**config.mk**
```make
export PLATFORM = sky130hd
export DESIGN_NAME = gat_feat_readback
export DESIGN_NICKNAME = d
export VERILOG_FILES = /design/src/rtl/gat_feat_readback.sv
export SDC_FILE = /design/constraint.sdc
export NUM_CORES = 1
export LEC_CHECK = 0
export ABC_AREA = 1
export CAP_MARGIN = 20
export CORE_MARGIN = 10
export CORE_UTILIZATION = 29
export CTS_BUF_LIST = sky130_fd_sc_hd__clkbuf_4
export CTS_CLUSTER_DIAMETER = 30
export DETAILED_ROUTE_END_ITERATION = 10
export PLACE_DENSITY = 0.44
export SETUP_SLACK_MARGIN = 0.3
export SKIP_CTS_REPAIR_TIMING = 1
export SLEW_MARGIN = 25
export SYNTH_ARGS = -nofsm -noshare
export SYNTH_HDL_FRONTEND = slang
export SYNTH_SLANG_ARGS = --single-unit
```
**constraint.sdc**
```tcl
create_clock -name clk -period 8.15 [get_ports clk]
set_clock_uncertainty 0.05 [all_clocks]
set_input_delay 2.445 -clock clk [delete_from_list [all_inputs] [get_ports clk]]
set_output_delay 2.445 -clock clk [all_outputs]
set_load 0.05 [all_outputs]
```
**src/rtl/gat_feat_readback.sv**
```systemverilog
// gat_feat_readback: host-side reader for the GAT new-feature BRAM port.
// Waits for gat_ready, sweeps a word range of the feature BRAM, buffers the
// read data in a credit-controlled FIFO and streams it out with valid/ready.
// Ports:
//   clk, rst_n          clock, asynchronous active-low reset
//   start               one-cycle request (sampled only when idle)
//   rd_base, rd_len     first word index and word count
//   gat_ready           accelerator results valid
//   feat_bram_addrb     BRAM byte address (bits[1:0] = 0)
//   feat_bram_dout      BRAM read data, RD_LAT cycles after the address
//   m_tdata/m_tvalid/m_tready/m_tlast  output stream
//   busy, done, err     status: not idle, completion pulse, sticky range error
module gat_feat_readback #(
    parameter int NEW_FEATURE_WIDTH  = 32,
    parameter int NEW_FEATURE_DEPTH  = 43328,
    parameter int NEW_FEATURE_ADDR_W = $clog2(NEW_FEATURE_DEPTH),
    parameter int RD_LAT             = 2,
    parameter int FIFO_DEPTH         = 4
) (
    input  logic                          clk,
    input  logic                          rst_n,
    input  logic                          start,
    input  logic [NEW_FEATURE_ADDR_W-1:0] rd_base,
    input  logic [NEW_FEATURE_ADDR_W:0]   rd_len,
    input  logic                          gat_ready,
    output logic [NEW_FEATURE_ADDR_W+1:0] feat_bram_addrb,
    input  logic [NEW_FEATURE_WIDTH-1:0]  feat_bram_dout,
    output logic [NEW_FEATURE_WIDTH-1:0]  m_tdata,
    output logic                          m_tvalid,
    input  logic                          m_tready,
    output logic                          m_tlast,
    output logic                          busy,
    output logic                          done,
    output logic                          err
);
    localparam int AW = NEW_FEATURE_ADDR_W;
    localparam int CW = $clog2(FIFO_DEPTH + RD_LAT + 1) + 1;
    localparam int PW = (FIFO_DEPTH > 1) ? $clog2(FIFO_DEPTH) : 1;
    localparam logic [AW:0] ONE = 1;

    typedef enum logic [2:0] {
        IDLE,
        WAIT_RDY,
        ISSUE,
        DRAIN,
        DONE
    } state_t;

    state_t state, state_nxt;

    logic [AW-1:0]   base_q;
    logic [AW:0]     len_q;
    logic [AW:0]     last_idx;
    logic [AW:0]     issue_cnt;
    logic [AW:0]     out_cnt;
    logic [AW+1:0]   addr_q;
    logic [AW+1:0]   range_end;
    logic [AW-1:0]   word_addr;
    logic [RD_LAT-1:0] vld_sr;
    logic [NEW_FEATURE_WIDTH-1:0] mem [FIFO_DEPTH];
    logic [PW-1:0]   wr_ptr, rd_ptr;
    logic [CW-1:0]   fifo_count;
    logic [CW-1:0]   inflight;
    logic            credit, issue, push, pop, range_bad, err_set;

    function automatic logic [PW-1:0] ptr_inc(input logic [PW-1:0] p);
        return (p == PW'(FIFO_DEPTH - 1)) ? '0 : p + PW'(1);
    endfunction

    // One bit per outstanding BRAM read; its popcount is the in-flight total.
    always_comb begin
        inflight = '0;
        for (int i = 0; i < RD_LAT; i++) begin
            inflight = inflight + CW'(vld_sr[i]);
        end
    end

    // Range check carries two extra bits so base+len can never wrap.
    assign range_end = {2'b00, base_q} + {1'b0, len_q};
    assign range_bad = range_end > (AW+2)'(NEW_FEATURE_DEPTH);
    assign last_idx  = len_q - ONE;
    assign word_addr = base_q + issue_cnt[AW-1:0];

    assign credit = (fifo_count + inflight) < CW'(FIFO_DEPTH);
    assign push   = vld_sr[RD_LAT-1];
    assign pop    = m_tvalid && m_tready;

    // Address is live in the issue cycle, otherwise the last issued value.
    assign feat_bram_addrb = issue ? {word_addr, 2'b00} : addr_q;

    assign m_tvalid = (fifo_count != '0);
    assign m_tdata  = m_tvalid ? mem[rd_ptr] : '0;
    assign m_tlast  = m_tvalid && (out_cnt == last_idx);
    assign busy     = (state != IDLE);

    always_comb begin
        state_nxt = state;
        issue     = 1'b0;
        done      = 1'b0;
        err_set   = 1'b0;
        unique case (state)
            IDLE: begin
                if (start) state_nxt = WAIT_RDY;
            end
            WAIT_RDY: begin
                if (len_q == '0) begin
                    state_nxt = DONE;
                end else if (range_bad) begin
                    err_set   = 1'b1;
                    state_nxt = DONE;
                end else if (gat_ready) begin
                    state_nxt = ISSUE;
                end
            end
            ISSUE: begin
                if (credit) begin
                    issue = 1'b1;
                    if (issue_cnt == last_idx) state_nxt = DRAIN;
                end
            end
            DRAIN: begin
                // Leave as the last word is handed off so done follows it
                // by exactly one cycle.
                if (inflight == '0 &&
                    (fifo_count == '0 ||
                     (fifo_count == CW'(1) && pop))) begin
                    state_nxt = DONE;
                end
            end
            DONE: begin
                done      = 1'b1;
                state_nxt = IDLE;
            end
            default: state_nxt = IDLE;
        endcase
    end

    always_ff @(posedge clk or negedge rst_n) begin
        if (!rst_n) begin
            state      <= IDLE;
            base_q     <= '0;
            len_q      <= '0;
            issue_cnt  <= '0;
            out_cnt    <= '0;
            addr_q     <= '0;
            err        <= 1'b0;
            vld_sr     <= '0;
            wr_ptr     <= '0;
            rd_ptr     <= '0;
            fifo_count <= '0;
            for (int i = 0; i < FIFO_DEPTH; i++) begin
                mem[i] <= '0;
            end
        end else begin
            state <= state_nxt;
            if (state == IDLE && start) begin
                base_q    <= rd_base;
                len_q     <= rd_len;
                issue_cnt <= '0;
                out_cnt   <= '0;
                err       <= 1'b0;
            end
            if (err_set) err <= 1'b1;
            if (issue) begin
                issue_cnt <= issue_cnt + ONE;
                addr_q    <= feat_bram_addrb;
            end
            vld_sr[0] <= issue;
            for (int i = 1; i < RD_LAT; i++) begin
                vld_sr[i] <= vld_sr[i-1];
            end
            if (push) begin
                mem[wr_ptr] <= feat_bram_dout;
                wr_ptr      <= ptr_inc(wr_ptr);
            end
            if (pop) begin
                rd_ptr  <= ptr_inc(rd_ptr);
                out_cnt <= out_cnt + ONE;
            end
            fifo_count <= fifo_count + CW'(push) - CW'(pop);
        end
    end

endmodule
```
==> run summary, run 1 <==
syn_nets = 1961
Chip Height = 233.8 microns
Overflow after GRT = 0
CTS tree = yes
vias in the first global route = 12150
WL per Instance = 16.34 microns
required time worst endpoint = 5.66 ns
first drt pass iteration count = 7
crit path max fanout = 39
final hold slack = 0.3643 ns
Sum Neg Setup Slack = 0 ns
Setup crit end kind = primary output
Crit path largest cell delay = 0.84 ns
Pins Over Slew Limit = 0
DR DRC count = 0
Ys Warns = 0
Port Buf Inserts = 124
maximum vdd drop = 0.4050 mV
overall power = 7.580 mW
CP delay by family, top = buffers and inverters
worst slew pin tran = 0.9238 ns
clock sink count = 227
core area = 45280 sq um
MaxCap Viol Count = 0
Post-synth ARST share = 100.0%
Inserted Clock Buffers = 76
Worst path slowest cell = clkdlybuf4s50_1
Pwr Density = 472.1 nW/um^2
Layout area overhead = 21.11%
FP Rows = 78
clock slew seen by the registers of the worst setup and hold paths = 0.06 ns
first-pass GRT wire length = 68.05 mm
GRT Max-Usage Layer = met2
GRT Resource Usage Total = 15.85%
Die Area = 54670 sq um
clock tree buffer depth = 3
final worst-path cycle share = 82.79%
Nets = 2111
Placer Congestion = 0.8497
Min-Delay Path Class = register to register
unrepaired setup endpoints after global routing = no
fin cells = 2646
Leakage = 7.853 nW
Setup Crit Path Kind = register to primary output
GRT met2 Usage = 25.00%
post-layout min period = 6.747 ns
Max Fclk = 0.1482 GHz
CP Buf/Inv Count = 3
M1 GR Usage = 21.23%
HPWL after DPL = 30.03 mm
# setup viols final = 0
register bit count reported by yosys = 227
Final ANT Viol Nets = 0
Starting DRT DRC Count = 799
Post-synth EDFFs = 0
GR Util met3 = 3.771%
status = finished clean
Clock Latency Late Sink = 0.79 ns
Data arrival, critical path = 4.25 ns
cells along the critical path = ha_1, ha_1, nand3_1, nand2_1, nand2_1, nand2_1, inv_1, nor2_4, inv_2, o31ai_1, clkdlybuf4s50_1
synthesized netlist cell count = 1840
H-tree Lvls = 3
Seq/Total Area, Yosys = 42.85%
initial core utilization = 29.28%
via count = 12410
# IOs = 125
final hold violation count = 0
Root Buffer Master = clkbuf_4
placed cell count = 2512
largest net degree at the start of global routing = 140
Setup crit start kind = register
Die X = 233.8 microns
CP most frequent cell = nand2_1
synthesized cell area = 13260 sq um
Vias/cell = 4.690
share of cells above drive strength 1 = 8.757%
antenna violations before repair = 3
worst rel slew slack = 38.42%
Main synth FF type = dfrtp_1
Yosys cell types = 46
WL final = 43.23 mm
syn avg cell area = 7.205 sq um
## cells in the final DEF, fill, tap and decap left out, types with 2 or more instances in the layout
cell type        count
a21oi_1             82
a221oi_1             2
a31oi_1              7
and2_1               3
buf_4               11
clkbuf_4           107
clkdlybuf4s50_1    123
clkinv_1            20
clkinv_2             3
clkinv_4             2
dfrtp_1            226
diode_2              2
fa_1                 3
ha_1                48
inv_1              188
inv_2                7
mux2i_1              2
nand2_1            509
nand2_2             21
nand3_1             85
nand3_2              3
nand3b_1             4
nand4_1             17
nor2_1             218
nor2_2               8
nor2_4               5
nor3_1              13
nor3_2               2
nor4_1               5
o21a_1               2
o21ai_0            256
o21ai_1              4
o22ai_1             13
o31ai_1              4
or2_2                2
xnor2_1             10
xor2_1              12
## final timing paths
check	from	end	slack [ns]	depth (start not counted)
setup / recovery	vld_sr[1]$_DFF_PN0_	feat_bram_addrb[13]	1.40	11
hold / removal	vld_sr[0]$_DFF_PN0_	vld_sr[1]$_DFF_PN0_	0.36	0
setup reg to reg	vld_sr[1]$_DFF_PN0_	issue_cnt[15]$_DFFE_PN0P_	4.67	16
hold reg to reg	vld_sr[0]$_DFF_PN0_	vld_sr[1]$_DFF_PN0_	0.36	0
max in group asynchronous	rst_n	mem[73]$_DFFE_PN0P_	5.14	2
min in group asynchronous	rst_n	base_q[15]$_DFFE_PN0P_	1.63	1
## layout make-up
type                            count  area, sq um
Tap cell                          600        750.7
Clock buffer                      107        803.3
Inverter                          196        735.7
Clock inverter                     25        112.6
Timing Repair Buffer              136         1349
Fill cell                        4959        29230
Antenna cell                        2        5.005
Sequential cell                   227         5682
Multi-Input combinational cell   1353         6619
## flip-flops by register name, summed over array words and instances (netlist names)
register    count
addr_q         18
fifo_count      4
state           3
base_q         16
wr_ptr          2
issue_cnt      17
len_q          17
rd_ptr          2
out_cnt        17
err             1
mem           128
vld_sr          2
## metrics by stage
step	setup slack [ns]	instance area (sq um)	utilization, %
after floorplan	2.687	13260	-
after global placement	2.162	15140	33.42
after detailed placement	2.154	15140	33.42
after CTS	1.216	16050	35.45
after global routing	0.9979	16060	35.46
final	1.403	16060	35.46
## power breakdown
part | switching (mW) | leakage (nW) | internal (mW)
clock | 0.550 | 0.552 | 0.605
sequential | 0.416 | 2.76 | 1.64
combinational | 2.94 | 4.55 | 1.43
## per-layer routing
| layer | wire (microns) | vias up | share of wire (%) |
|---|---|---|---|
| met2 | 19840 | 263 | 46 |
| met1 | 20670 | 5799 | 48 |
| met4 | 736 | 0 | 1.7 |
| li1 | - | 6293 | - |
| met5 | 0 | - | 0 |
| met3 | 1978 | 55 | 4.6 |
## kinds of logic after synthesis
group                    Yosys count  share of synthesized area [%]
AND/OR/NAND/NOR                  898                          28.15
AO/OA/AOI/OAI                    379                          14.88
buffers and inverters            260                          7.361
flip-flops                       227                          42.85
adder cells (fa/ha/maj)           51                          4.983
XOR/XNOR                          23                          1.623
multiplexers                       2                         0.1510
## cells in the mapped netlist, drive strengths merged, types with 2 or more instances
cell type | n | share of area, %
nand4 | 17 | 0.80
nand2 | 531 | 15
fa | 3 | 0.45
clkinv | 2 | 0.057
clkbuf | 57 | 1.6
a31oi | 7 | 0.33
ha | 48 | 4.5
nor2 | 232 | 7.1
o22ai | 13 | 0.61
xor2 | 12 | 0.79
dfrtp | 227 | 43
o31ai | 4 | 0.23
nand3 | 88 | 3.4
nor3 | 15 | 0.64
a221oi | 2 | 0.13
and2 | 3 | 0.14
nand3b | 4 | 0.23
or2 | 2 | 0.094
xnor2 | 10 | 0.66
a21oi | 82 | 3.1
inv | 194 | 5.5
o21ai | 260 | 9.8
o21a | 2 | 0.11
buf | 7 | 0.20
nor4 | 6 | 0.33
mux2i | 2 | 0.15
## worst register-to-register path: cells and delay by family (launching register included)
family                   cells  cell delay [ns]
AO/OA/AOI/OAI                2             0.19
buffers and inverters        2             0.50
AND/OR/NAND/NOR             10             1.60
adder cells (fa/ha/maj)      2             0.52
flip-flops                   1             0.51
Note: power is estimated with default switching activity, not from simulation.
==> run 2: changes to the inputs <==
PLACE_DENSITY = 0.46   (was 0.44)
clock period = 6.2 ns   (was 8.15 ns; I/O delays follow)
==> run 2 against run 1 <==
  * Power increased by 33%
  * Setup slack worse by 0.78 ns
  * Core utilization grew 0.28 points
  * Highest routed layer unchanged
==> run summary, run 2 (synthesized netlist as in run 1, its figures left out) <==
fin util = 35.73% (+0.28 points)
Starting DRT DRC Count = 900 (+13%)
WL final = 42.76 mm (-1.1%)
worst slew pin tran = 0.9246 ns (+0.0008522 ns)
Setup crit start kind = register
required time worst endpoint = 4.29 ns (-1.37 ns)
biggest regs = mem: 128 flops, addr_q: 18 flops
Die X = 233.8 microns (unchanged)
crit path max fanout = 5 (-87%)
leading cell type in the layout, fill and taps excluded = nand2_1
CTS tree = yes
# setup viols final = 0 (unchanged)
clock tree buffer depth = 3 (unchanged)
Worst Reg-to-Reg Cells = 13 (-3)
Root Buffer Master = clkbuf_4
Sum Neg Setup Slack = 0 ns (unchanged)
H-tree Lvls = 3 (unchanged)
Hold Path Origin = vld_sr[0]$_DFF_PN0_
CP delay by family, top = compound AO/OA/AOI/OAI gates
Final ANT Viol Nets = 0 (unchanged)
initial core utilization = 29.28% (unchanged)
Worst path depth = 9 (-2)
Clock Latency Late Sink = 0.78 ns (about the same)
max FFs per register = 128 (unchanged)
first drt pass iteration count = 5 (-2)
Nets = 2118 (+0.33%)
placed cell count = 2516 (+0.16%)
maximum vdd drop = 0.6378 mV (+57%)
Setup crit start = issue_cnt[4]$_DFFE_PN0P_
Max Fclk = 0.1792 GHz
Port Buf Inserts = 124 (unchanged)
MaxCap Viol Count = 0 (unchanged)
Place WS = 1.112 ns (-1.043 ns)
vias in the first global route = 12280 (+1.0%)
Worst path slowest cell = clkdlybuf4s50_1
Vias/cell = 4.692 (about the same)
Min-Delay Path Class = register to register
Placer Congestion = 0.8597 (+1.2%)
cells along the critical path = ha_1, a21oi_1, o21ai_0, nand2_1, o2111ai_1, a211oi_1, xor2_1, o21ai_0, clkdlybuf4s50_1
post-layout min period = 5.581 ns
Chip Height = 233.8 microns (unchanged)
WL per Instance = 16.08 microns (-1.6%)
Data arrival, critical path = 3.67 ns (-0.58 ns)
largest net degree at the start of global routing = 78 (-44%)
first-pass GRT wire length = 68.43 mm (+0.56%)
clock sink count = 227 (unchanged)
Setup crit end kind = primary output
GRT Resource Usage Total = 15.80% (-0.052 points)
CP Buf/Inv Count = 1 (-2)
status = finished clean
final worst-path cycle share = 90.01%
clock slew seen by the registers of the worst setup and hold paths = 0.06 ns (about the same)
Leakage = 7.965 nW (+1.4%)
Overflow after GRT = 0 (unchanged)
HPWL after DPL = 30.45 mm (+1.4%)
Inserted Clock Buffers = 79 (+3.9%)
Final WS setup = 0.6192 ns (-0.7835 ns)
antenna violations before repair = 2 (-1)
fin cells = 2659 (+0.49%)
via count = 12480 (+0.53%)
most frequent cells in the layout = 509 x nand2_1, 256 x o21ai_0, 226 x dfrtp_1
worst rel slew slack = 37.98% (-0.44 points)
share of cells above drive strength 1 = 9.538% (+0.78 points)
FF-to-FF Start = fifo_count[2]$_DFF_PN0_
Layout area overhead = 22.06%
unrepaired setup endpoints after global routing = yes
Crit path largest cell delay = 0.83 ns (about the same)
Pins Over Slew Limit = 0 (unchanged)
CP most frequent cell = o21ai_0
# IOs = 125 (unchanged)
Hold Crit Depth = 0 (unchanged)
final hold violation count = 0 (unchanged)
core area = 45280 sq um (unchanged)
Setup Crit Path Kind = register to primary output
Top reg by flops = mem
FP Rows = 78 (unchanged)
DR DRC count = 0 (unchanged)
Die Area = 54670 sq um (unchanged)
Pwr Density = 621.5 nW/um^2 (+32%)
## run 2: changes by cell type in the layout (fill, tap and decap cells not counted), moves of 2 or more
cell / change
clkbuf_4: +4
diode_2: +2
clkinv_1: -5
clkinv_2: +7
inv_2: -2
clkdlybuf4s50_1: -5
buf_4: +5
dlymetal6s2s_1: +4
## run 2: final cells by class
class                           count  area, sq um
Inverter                          196        738.2
Tap cell                          600        750.7
Sequential cell                   227         5682
Timing Repair Buffer              140         1386
Multi-Input combinational cell   1353         6619
Clock inverter                     28        162.7
Antenna cell                        4        10.01
Clock buffer                      111        833.3
Fill cell                        4902        29100
## run 2: where the power goes
part | leakage (nW) | internal (mW) | switching, mW
logic | 4.61 | 1.89 | 3.88
clock network | 0.600 | 0.872 | 0.737
registers | 2.76 | 2.16 | 0.528
## run 2: worst register-to-register path, delay by kind of cell, from the launching register on
| family | cells | cell delay [ns] |
|---|---|---|
| buffers and inverters | 5 | 1.34 |
| multiplexers | 1 | 0.20 |
| adder cells (fa/ha/maj) | 1 | 0.20 |
| flip-flops | 1 | 0.36 |
| AND/OR/NAND/NOR | 6 | 1.38 |
## run 2: path summary, 6_finish.rpt
kind                            slack, ns                 endpoint
worst max-delay path                 0.62      feat_bram_addrb[17]
worst min-delay path                 0.39      vld_sr[1]$_DFF_PN0_
worst max register to register       2.55  out_cnt[16]$_DFFE_PN0P_
worst min register to register       0.39      vld_sr[1]$_DFF_PN0_
max in group asynchronous            4.02      mem[64]$_DFFE_PN0P_
min in group asynchronous            0.96   base_q[13]$_DFFE_PN0P_
## run 2: per-stage QoR
| stage | hold WS [ns] | power (mW) | cell area (sq um) |
|---|---|---|---|
| 6_report | 0.3906 | 10.06 | 16180 |
| 3_5_place_dp | 0.3684 | 8.508 | 15160 |
| 3_3_place_gp | 0.3672 | 8.463 | 15160 |
| 5_1_grt | 0.4328 | 11.01 | 16180 |
| 4_1_cts | 0.4195 | 10.20 | 16160 |
| 2_1_floorplan | 0.3298 | 6.651 | 13260 |
## run 2: layer usage
metal	share of wire [%]	global-route usage, %	up-vias
met4	2.0	5.382	0
met5	0	0	-
met3	4.7	3.396	56
li1	-	-	6313
met2	45	23.91	254
met1	49	21.93	5853
